### config.mk
export PLATFORM = sky130hd
export DESIGN_NAME = div_unit_flat
export DESIGN_NICKNAME = d
export VERILOG_FILES = /design/src/rtl/div_if.sv /design/src/rtl/div_unit.sv /design/src/flat_wrapper.sv
export SDC_FILE = /design/constraint.sdc
export NUM_CORES = 1
export LEC_CHECK = 0
export BUFFER_PORTS_ARGS = -buffer_cell sky130_fd_sc_hd__buf_2
export CAP_MARGIN = 20
export CORE_ASPECT_RATIO = 0.8
export CORE_MARGIN = 5
export CORE_UTILIZATION = 35
export DETAILED_ROUTE_END_ITERATION = 8
export PLACE_DENSITY = 0.61
export SLEW_MARGIN = 20
export SYNTH_ARGS = -nofsm -noshare
export SYNTH_HDL_FRONTEND = slang
export SYNTH_SLANG_ARGS = --single-unit
### constraint.sdc
create_clock -name clk -period 8.2 [get_ports clk]
set_input_delay 0 -clock clk [delete_from_list [all_inputs] [get_ports clk]]
set_output_delay 0 -clock clk [all_outputs]
set_load 0.02 [all_outputs]
### src/rtl/div_if.sv
// Handshake bundle between the execute stage and the multi-cycle divider.
interface div_if #(parameter int WIDTH = 32);
    logic                 start;
    logic                 signed_div;
    logic [WIDTH-1:0]     opa;
    logic [WIDTH-1:0]     opb;
    logic                 annul;
    logic [2*WIDTH-1:0]   result;
    logic                 ready;
    logic                 stall_div;

    modport master (output start, signed_div, opa, opb, annul,
                    input  result, ready, stall_div);
    modport slave  (input  start, signed_div, opa, opb, annul,
                    output result, ready, stall_div);
endinterface

### src/rtl/div_unit.sv
// Radix-2 restoring divider for DIV/DIVU: {HI=remainder, LO=quotient}.
// Runs on operand magnitudes; signs are reapplied when the last iteration retires.
module div_unit #(
    parameter int WIDTH = 32
) (
    input  logic  clk,
    input  logic  rst,
    div_if.slave  io
);
    localparam int CW  = $clog2(WIDTH) + 1;
    localparam int MSB = WIDTH - 1;

    typedef enum logic [1:0] {S_IDLE, S_ON, S_DZ, S_END} state_e;

    state_e               state_q, state_d;
    logic [CW-1:0]        cnt_q, cnt_d;
    logic [WIDTH-1:0]     rem_q, rem_d;
    logic [WIDTH-1:0]     quo_q, quo_d;
    logic [WIDTH-1:0]     div_q, div_d;
    logic                 neg_quo_q, neg_quo_d;
    logic                 neg_rem_q, neg_rem_d;
    logic [2*WIDTH-1:0]   result_q, result_d;

    logic [WIDTH:0]       rem_sh, diff;
    logic                 ge;
    logic [WIDTH-1:0]     rem_nx, quo_nx, abs_a, abs_b;

    // Partial remainder needs one extra bit: (rem<<1)|bit can reach 2*divisor-1.
    always_comb begin
        rem_sh = {rem_q, quo_q[MSB]};
        ge     = rem_sh >= {1'b0, div_q};
        diff   = rem_sh - {1'b0, div_q};
        rem_nx = ge ? diff[WIDTH-1:0] : rem_sh[WIDTH-1:0];
        quo_nx = {quo_q[WIDTH-2:0], ge};
        abs_a  = (io.signed_div && io.opa[MSB]) ? -io.opa : io.opa;
        abs_b  = (io.signed_div && io.opb[MSB]) ? -io.opb : io.opb;
    end

    always_comb begin
        state_d   = state_q;
        cnt_d     = cnt_q;
        rem_d     = rem_q;
        quo_d     = quo_q;
        div_d     = div_q;
        neg_quo_d = neg_quo_q;
        neg_rem_d = neg_rem_q;
        result_d  = result_q;

        if (io.annul && state_q != S_IDLE) begin
            state_d = S_IDLE;
        end else begin
            case (state_q)
                S_IDLE: begin
                    if (io.start && !io.annul) begin
                        cnt_d = '0;
                        rem_d = '0;
                        if (io.opb != '0) begin
                            state_d   = S_ON;
                            quo_d     = abs_a;
                            div_d     = abs_b;
                            neg_quo_d = io.signed_div & (io.opa[MSB] ^ io.opb[MSB]);
                            neg_rem_d = io.signed_div & io.opa[MSB];
                        end else begin
                            // Divide by zero keeps the raw dividend as the remainder.
                            state_d   = S_DZ;
                            quo_d     = io.opa;
                            div_d     = '0;
                            neg_quo_d = 1'b0;
                            neg_rem_d = 1'b0;
                        end
                    end
                end
                S_ON: begin
                    rem_d = rem_nx;
                    quo_d = quo_nx;
                    cnt_d = cnt_q + CW'(1);
                    if (cnt_q == CW'(WIDTH - 1)) begin
                        state_d  = S_END;
                        result_d = {neg_rem_q ? -rem_nx : rem_nx,
                                    neg_quo_q ? -quo_nx : quo_nx};
                    end
                end
                S_DZ: begin
                    state_d  = S_END;
                    result_d = {quo_q, {WIDTH{1'b1}}};
                end
                default: state_d = S_IDLE;
            endcase
        end
    end

    always_ff @(posedge clk) begin
        if (rst) begin
            state_q   <= S_IDLE;
            cnt_q     <= '0;
            rem_q     <= '0;
            quo_q     <= '0;
            div_q     <= '0;
            neg_quo_q <= 1'b0;
            neg_rem_q <= 1'b0;
            result_q  <= '0;
        end else begin
            state_q   <= state_d;
            cnt_q     <= cnt_d;
            rem_q     <= rem_d;
            quo_q     <= quo_d;
            div_q     <= div_d;
            neg_quo_q <= neg_quo_d;
            neg_rem_q <= neg_rem_d;
            result_q  <= result_d;
        end
    end

    assign io.result    = result_q;
    assign io.ready     = (state_q == S_END) && !io.annul;
    assign io.stall_div = io.start & ~io.ready & ~io.annul;
endmodule

### src/flat_wrapper.sv
// flat-port wrapper written by rule: the top's interface ports become plain ports
module div_unit_flat 
#(
    parameter int WIDTH = 32
)
  (clk, rst, io_start, io_signed_div, io_opa, io_opb, io_annul, io_result, io_ready, io_stall_div);
  div_if #(.WIDTH(WIDTH)) io_i ();
  input  logic clk;
  input  logic rst;
  input wire logic [$bits(io_i.start)-1:0] io_start;
  input wire logic [$bits(io_i.signed_div)-1:0] io_signed_div;
  input wire logic [$bits(io_i.opa)-1:0] io_opa;
  input wire logic [$bits(io_i.opb)-1:0] io_opb;
  input wire logic [$bits(io_i.annul)-1:0] io_annul;
  output wire logic [$bits(io_i.result)-1:0] io_result;
  output wire logic [$bits(io_i.ready)-1:0] io_ready;
  output wire logic [$bits(io_i.stall_div)-1:0] io_stall_div;
  assign io_i.start = io_start;
  assign io_i.signed_div = io_signed_div;
  assign io_i.opa = io_opa;
  assign io_i.opb = io_opb;
  assign io_i.annul = io_annul;
  assign io_result = io_i.result;
  assign io_ready = io_i.ready;
  assign io_stall_div = io_i.stall_div;
  div_unit #(.WIDTH(WIDTH)) u_core (.clk(clk), .rst(rst), .io(io_i));
endmodule
# Word-level counts from Yosys, hierarchy flattened
# Cells that the tools add are included.
# word_totals
reg_bits	170
inputBits	69
# op_classes
n_addsub	6
magnitude_cmp	1
eq_ne	6
muxes	21
n_bitwise	8
n_reduce_logical	16
# op_table
cell	count
$mux W32	9
$neg A32 Y32	4
$pmux W32 S2	2
$pmux W64 S2	1
$mux W64	1
$ge A33 B32 Y1	1
$reduce_bool A32 Y1	1
$sub A32 B32 Y32	1
$pmux W6 S2	1
$reduce_and A3 Y1	3
$add A6 B1 Y6 const B	1
$eq A6 B5 Y1 const B	1
$mux W2	3
$mux W6	1
$pmux W2 S3	1
$reduce_bool A2 Y1	3
$logic_and A1 B1 Y1	5
$and A1 B1 Y1	4
$eq A2 B2 Y1 const B	2
$ne A2 B1 Y1 const B	2
$not A1 Y1	3
$eq A2 B1 Y1 const B	1
$logic_not A2 Y1	1
$mux W1	2
other kinds (4)	4

# Longest topological paths before layout
# depth
depth_word	6
mapped_depth	22
depth_no_buf	19

# Worst setup path after synthesis
# OpenSTA, ideal clock, no wires.
# synth_path
path_type	reg-to-reg
startpoint	reg u_core.div_q[14]
endpoint	reg u_core.result_q[54], in the netlist u_core.io.result[54]
setup_time_ns	0.101
t_arrival_ns	4.154
slack_ns	3.945
stages_incl_launch_ff	21
n_path_buf	3
period_less_slack_ns	4.255
path_cell_list	dfxtp_1 inv_1 ha_1 buf_6 a21oi_2 o21ai_1 nor3b_1 or4_4 o21ai_4 nand2_4 buf_4 buf_2 o21ai_0 ha_1 nand2_1 nor3_1 a41oi_1 or2_1 o31ai_1 xor2_1 o41ai_1
# synth_between
elab_chain_len	6
# synth_lines
item	line_no	text
start: declaration	div_unit.sv:19	logic [WIDTH-1:0] div_q, div_d;
start signal: assignment	div_unit.sv:107	div_q <= div_d;
$sub A32 B32 Y32 or $ge A33 B32 Y1 (tied branches)	div_unit.sv:32, div_unit.sv:31	
$mux W32 *	div_unit.sv:33	rem_nx = ge ? diff[WIDTH-1:0] : rem_sh[WIDTH-1:0];
$neg A32 Y32	div_unit.sv:79	result_d = {neg_rem_q ? -rem_nx : rem_nx,
$mux W32 *	div_unit.sv:79	
$mux W64 *	div_unit.sv:77	if (cnt_q == CW'(WIDTH - 1)) begin
$pmux W64 S2 *	div_unit.sv:52	case (state_q)
end signal: assignment	div_unit.sv:110	result_q <= result_d;
end: declaration	div_unit.sv:22	logic [2*WIDTH-1:0] result_q, result_d;
# Every way passes the cells marked *; elsewhere a longest branch is shown, timed or not. The select of a mux whose other input is x is not followed.
# A chain may end at the register's enable or synchronous reset.

# Worst setup path after layout
# layout_path
startpoint	reg u_core.div_q[16]
endpoint	reg u_core.result_q[48], in the netlist u_core.io.result[48]
# The elaborated chain is that of the path after synthesis.

==> summary by stage <==
Outcome
The flow ran to the end, and the final reports show no timing, DRC or antenna violations.

Logic synthesis
Yosys instantiated no cell more often than nand2_1. Yosys printed 0 warnings. Yosys mapped a number of flops with a built-in enable equal to 0. A synthesized cell averages 7.37 µm². The gate count after technology mapping is about 1,700.

In this run, synthesis produced a sequential element count of 170. The number of nets handed over by synthesis was 1,781. Ranked by total cell area, the synthesized netlist is headed by dfxtp_1, nand2_1, a21oi_1. Of the synthesized area, sequential elements account for 0.277. The netlist area before placement is approximately 0.012 mm².

After synthesis, the share of flip-flops with an asynchronous set or reset is 0. The most used flip-flop cell after synthesis is dfxtp_1. The biggest area consumer among synthesized cells is dfxtp_1. The share of synthesized area in the top cell type comes to 0.277. In the synthesized netlist, the cells that appear most often are nand2_1, nor2_1, dfxtp_1. The number of unique standard cell types used by synthesis is 92.

Power
The maximum ir drop on the vdd rail is 0.000211 V. The leakage component of the power is 5.46 nW. Power spread over the standard cell area amounts to roughly 270 mW/mm².

Detailed routing
The number of vias after detailed routing is 12,800. The final wirelength is 45,000 µm. Before antenna repair, the detailed router went through 6 iterations. The via density per instance is 5.72. The initial DRC count is 1,187. The detail route stage leaves a number of antenna-violating nets equal to 0. The remaining routing DRC violations is 0.

Dividing the detail-routed wire length by the instance count gives slightly above 20 µm.

Clock network
After clock tree synthesis, the clock-pin slew on the worst setup and hold paths is 0.07 ns. In this run the post-CTS setup repair buffer count came out at 0. The later pin in the worst-skew pair is clocked with a latency of 0.45 ns. In this run the deepest clock path goes through 2 buffers. TritonCTS built the clock tree. The hold-fix buffer count after cts is 25. The total number of clock tree sinks is 170. The library cell used as clock root buffer is clkbuf_16. The H-tree depth is 4. After clock tree synthesis, the repair step resized 0 gates. The number of buffers inserted during clock tree synthesis is 17.

Placement
In this run the cell area measured after placement is approximately 0.013 mm². The detailed-placement wirelength estimate is 34,100 µm. Routability-driven placement finished with a final weighted congestion of 0.945.

The count of buffers added on input and output ports is 134.

Layout
The area of all placed cells without fillers is between 0.01 and 0.015 mm². Of the cells placed in the final design, the portion with a size suffix greater than 1 is 0.132. For this run, the post-layout net count is 1,857. From synthesis to final layout, the design area changed by 14.0%. The repair_antennas step left the layout with diodes totalling 0. The layout has ~3,600 filler cells.

Timing
The final critical-path required period is 5.52 ns. The maximum clock skew at final layout is 0.0101 ns. The max-slew violation count is 0. Setup repair after global routing left no endpoint under its margin. Of the available clock period, the critical path in the final layout requires 0.673. The worst pin sits at a relative slew slack of 0.306.

For the final routed database, the setup TNS stands at 0 ns. Derived from the worst setup path, the maximum achievable clock frequency is 0.181 GHz. For the pin with the worst max-slew slack, the measured transition is approximately 1.0 ns. Setup violations remaining at the end of the flow were counted as 0. The hold violation count in the final report came to 0.

Floorplanning
The standard-cell row count is 61. The number of ports placed on the die boundary is 135. The area of the core is 0.0347 mm². The floorplan step defined a die boundary enclosing 0.0390 mm². The floorplan step set the die width to 219 µm.

Measured along the y axis, the die boundary spans 178 µm. The initial standard-cell utilization of the core is 0.354.

Critical path
The setup path with the least slack is of type reg -> reg. The worst setup path is launched from a flip-flop. The endpoint class of the critical path is a flip-flop. The worst path required time is 8.55 ns.

Of all nets on the critical path, the largest fanout is 35. STA puts the critical path data arrival time at 5.87 ns.

Global routing
The sum of overflow across all layers after global routing is 0. The number of antenna violations at the first check in global routing came to 0. The largest net degree at the start of global routing is 76. For this run, the total global-route usage over all layers was measured as 0.225. The first global-routing pass estimated a little under 70,000 µm of wire. The number of global-route vias before repair came to 12,000.

Worst hold path
The min-delay analysis places its worst path in the category in -> reg.

Run
The tool flagged a number of max-cap violations equal to 0.
power breakdown:
| group | total (W) | switching (W) | internal [W] |
|---|---|---|---|
| Combinational | 0.00186 | 0.00127 | 0.000592 |
| Sequential | 0.00114 | 0.000145 | 0.000997 |
| Clock | 0.000837 | 0.000365 | 0.000472 |
cell families (layout without fill, tap and decap cells):
group,Yosys count,in the layout,share of synthesized area
DFF,170,170,0.277
buffers and inverters,177,265,0.0598
xor gates and xnor gates,132,132,0.0941
AOI/OAI and AO/OA,521,521,0.275
muxes,29,29,0.0249
adders and majority gates,44,44,0.0454
and+or+nand+nor,595,595,0.224
flip-flops by register name, indices dropped and copies added, names as in the netlist:
register          flops
u_core.quo_q         32
u_core.rem_q         32
u_core.io.result     64
u_core.neg_quo_q      1
u_core.div_q         32
u_core.state_q        2
u_core.neg_rem_q      1
u_core.cnt_q          6
metrics by stage:
stage                     utilization  hold slack (ns)  setup slack, ns  instances  total power [W]
after CTS                       0.403          0.00103             2.80       2228          0.00382
after global placement          0.379            0.332             3.04       2172          0.00297
final                           0.403          0.00541             2.68       2228          0.00384
after floorplan                     -           0.0781             3.94       1668          0.00239
after detailed placement        0.379            0.331             2.80       2172          0.00298
after global routing            0.403          0.00616             2.35       2228          0.00405
layout by cell type, fill, tap and decap left out, drive strengths merged, types with 22 or more instances in the layout:
cell type and instances:
mux2i 22, dfxtp 170, xnor2 54, inv 61
nor2 174, a211oi 47, nand3 29, o21ai 142
a21oi 149, xor2 78, dlygate4sd3 25, buf 148
nand2 222, nor3 43, ha 43, o31ai 32
cell type report:
type                       count  area [µm²]  share of cell area
clock buffer                  21         470              0.0336
timing repair buffer         173        1030              0.0734
tap                          472         591              0.0422
inverter                      61         229              0.0163
sequential                   170        3400               0.243
multi-input combinational   1321        8170               0.583
clock inverter                10         116             0.00831
worst paths after layout:
check	startpoint	cells past startpoint	end	slack, ns
worst max-delay path	u_core.div_q[16]	18	u_core.io.result[48]	2.68
worst min-delay path	io_opb[3]	3	u_core.div_q[3]	0.005
worst max register to register	u_core.div_q[16]	18	u_core.io.result[48]	2.68
worst min register to register	u_core.div_q[31]	2	u_core.div_q[31]	0.46
critical path, stage by stage, from the launching register on:
cell	delay, ns
dfxtp_1	0.33
inv_1	0.05
ha_1	0.38
a21oi_1	0.25
o21ai_1	0.18
nor3b_1	0.21
or4_4	0.51
o21ai_4	0.56
nand2_4	0.45
o21ai_0	0.44
ha_1	0.27
nand2_1	0.06
nor3_1	0.26
o21ai_0	0.17
a22oi_1	0.53
a31oi_1	0.20
xnor2_1	0.19
nand2_1	0.08
a311oi_1	0.29
layer usage:
layer | share of wire | wire [µm] | global-route usage | up-vias
met5 | 0 | 0 | 0 | -
met4 | 0.023 | 1030 | 0.0612 | 0
met3 | 0.066 | 2990 | 0.0375 | 64
met2 | 0.43 | 19500 | 0.339 | 451
met1 | 0.48 | 21500 | 0.330 | 6104
li1 | - | - | - | 6133
(Power assumes the default switching activity.)
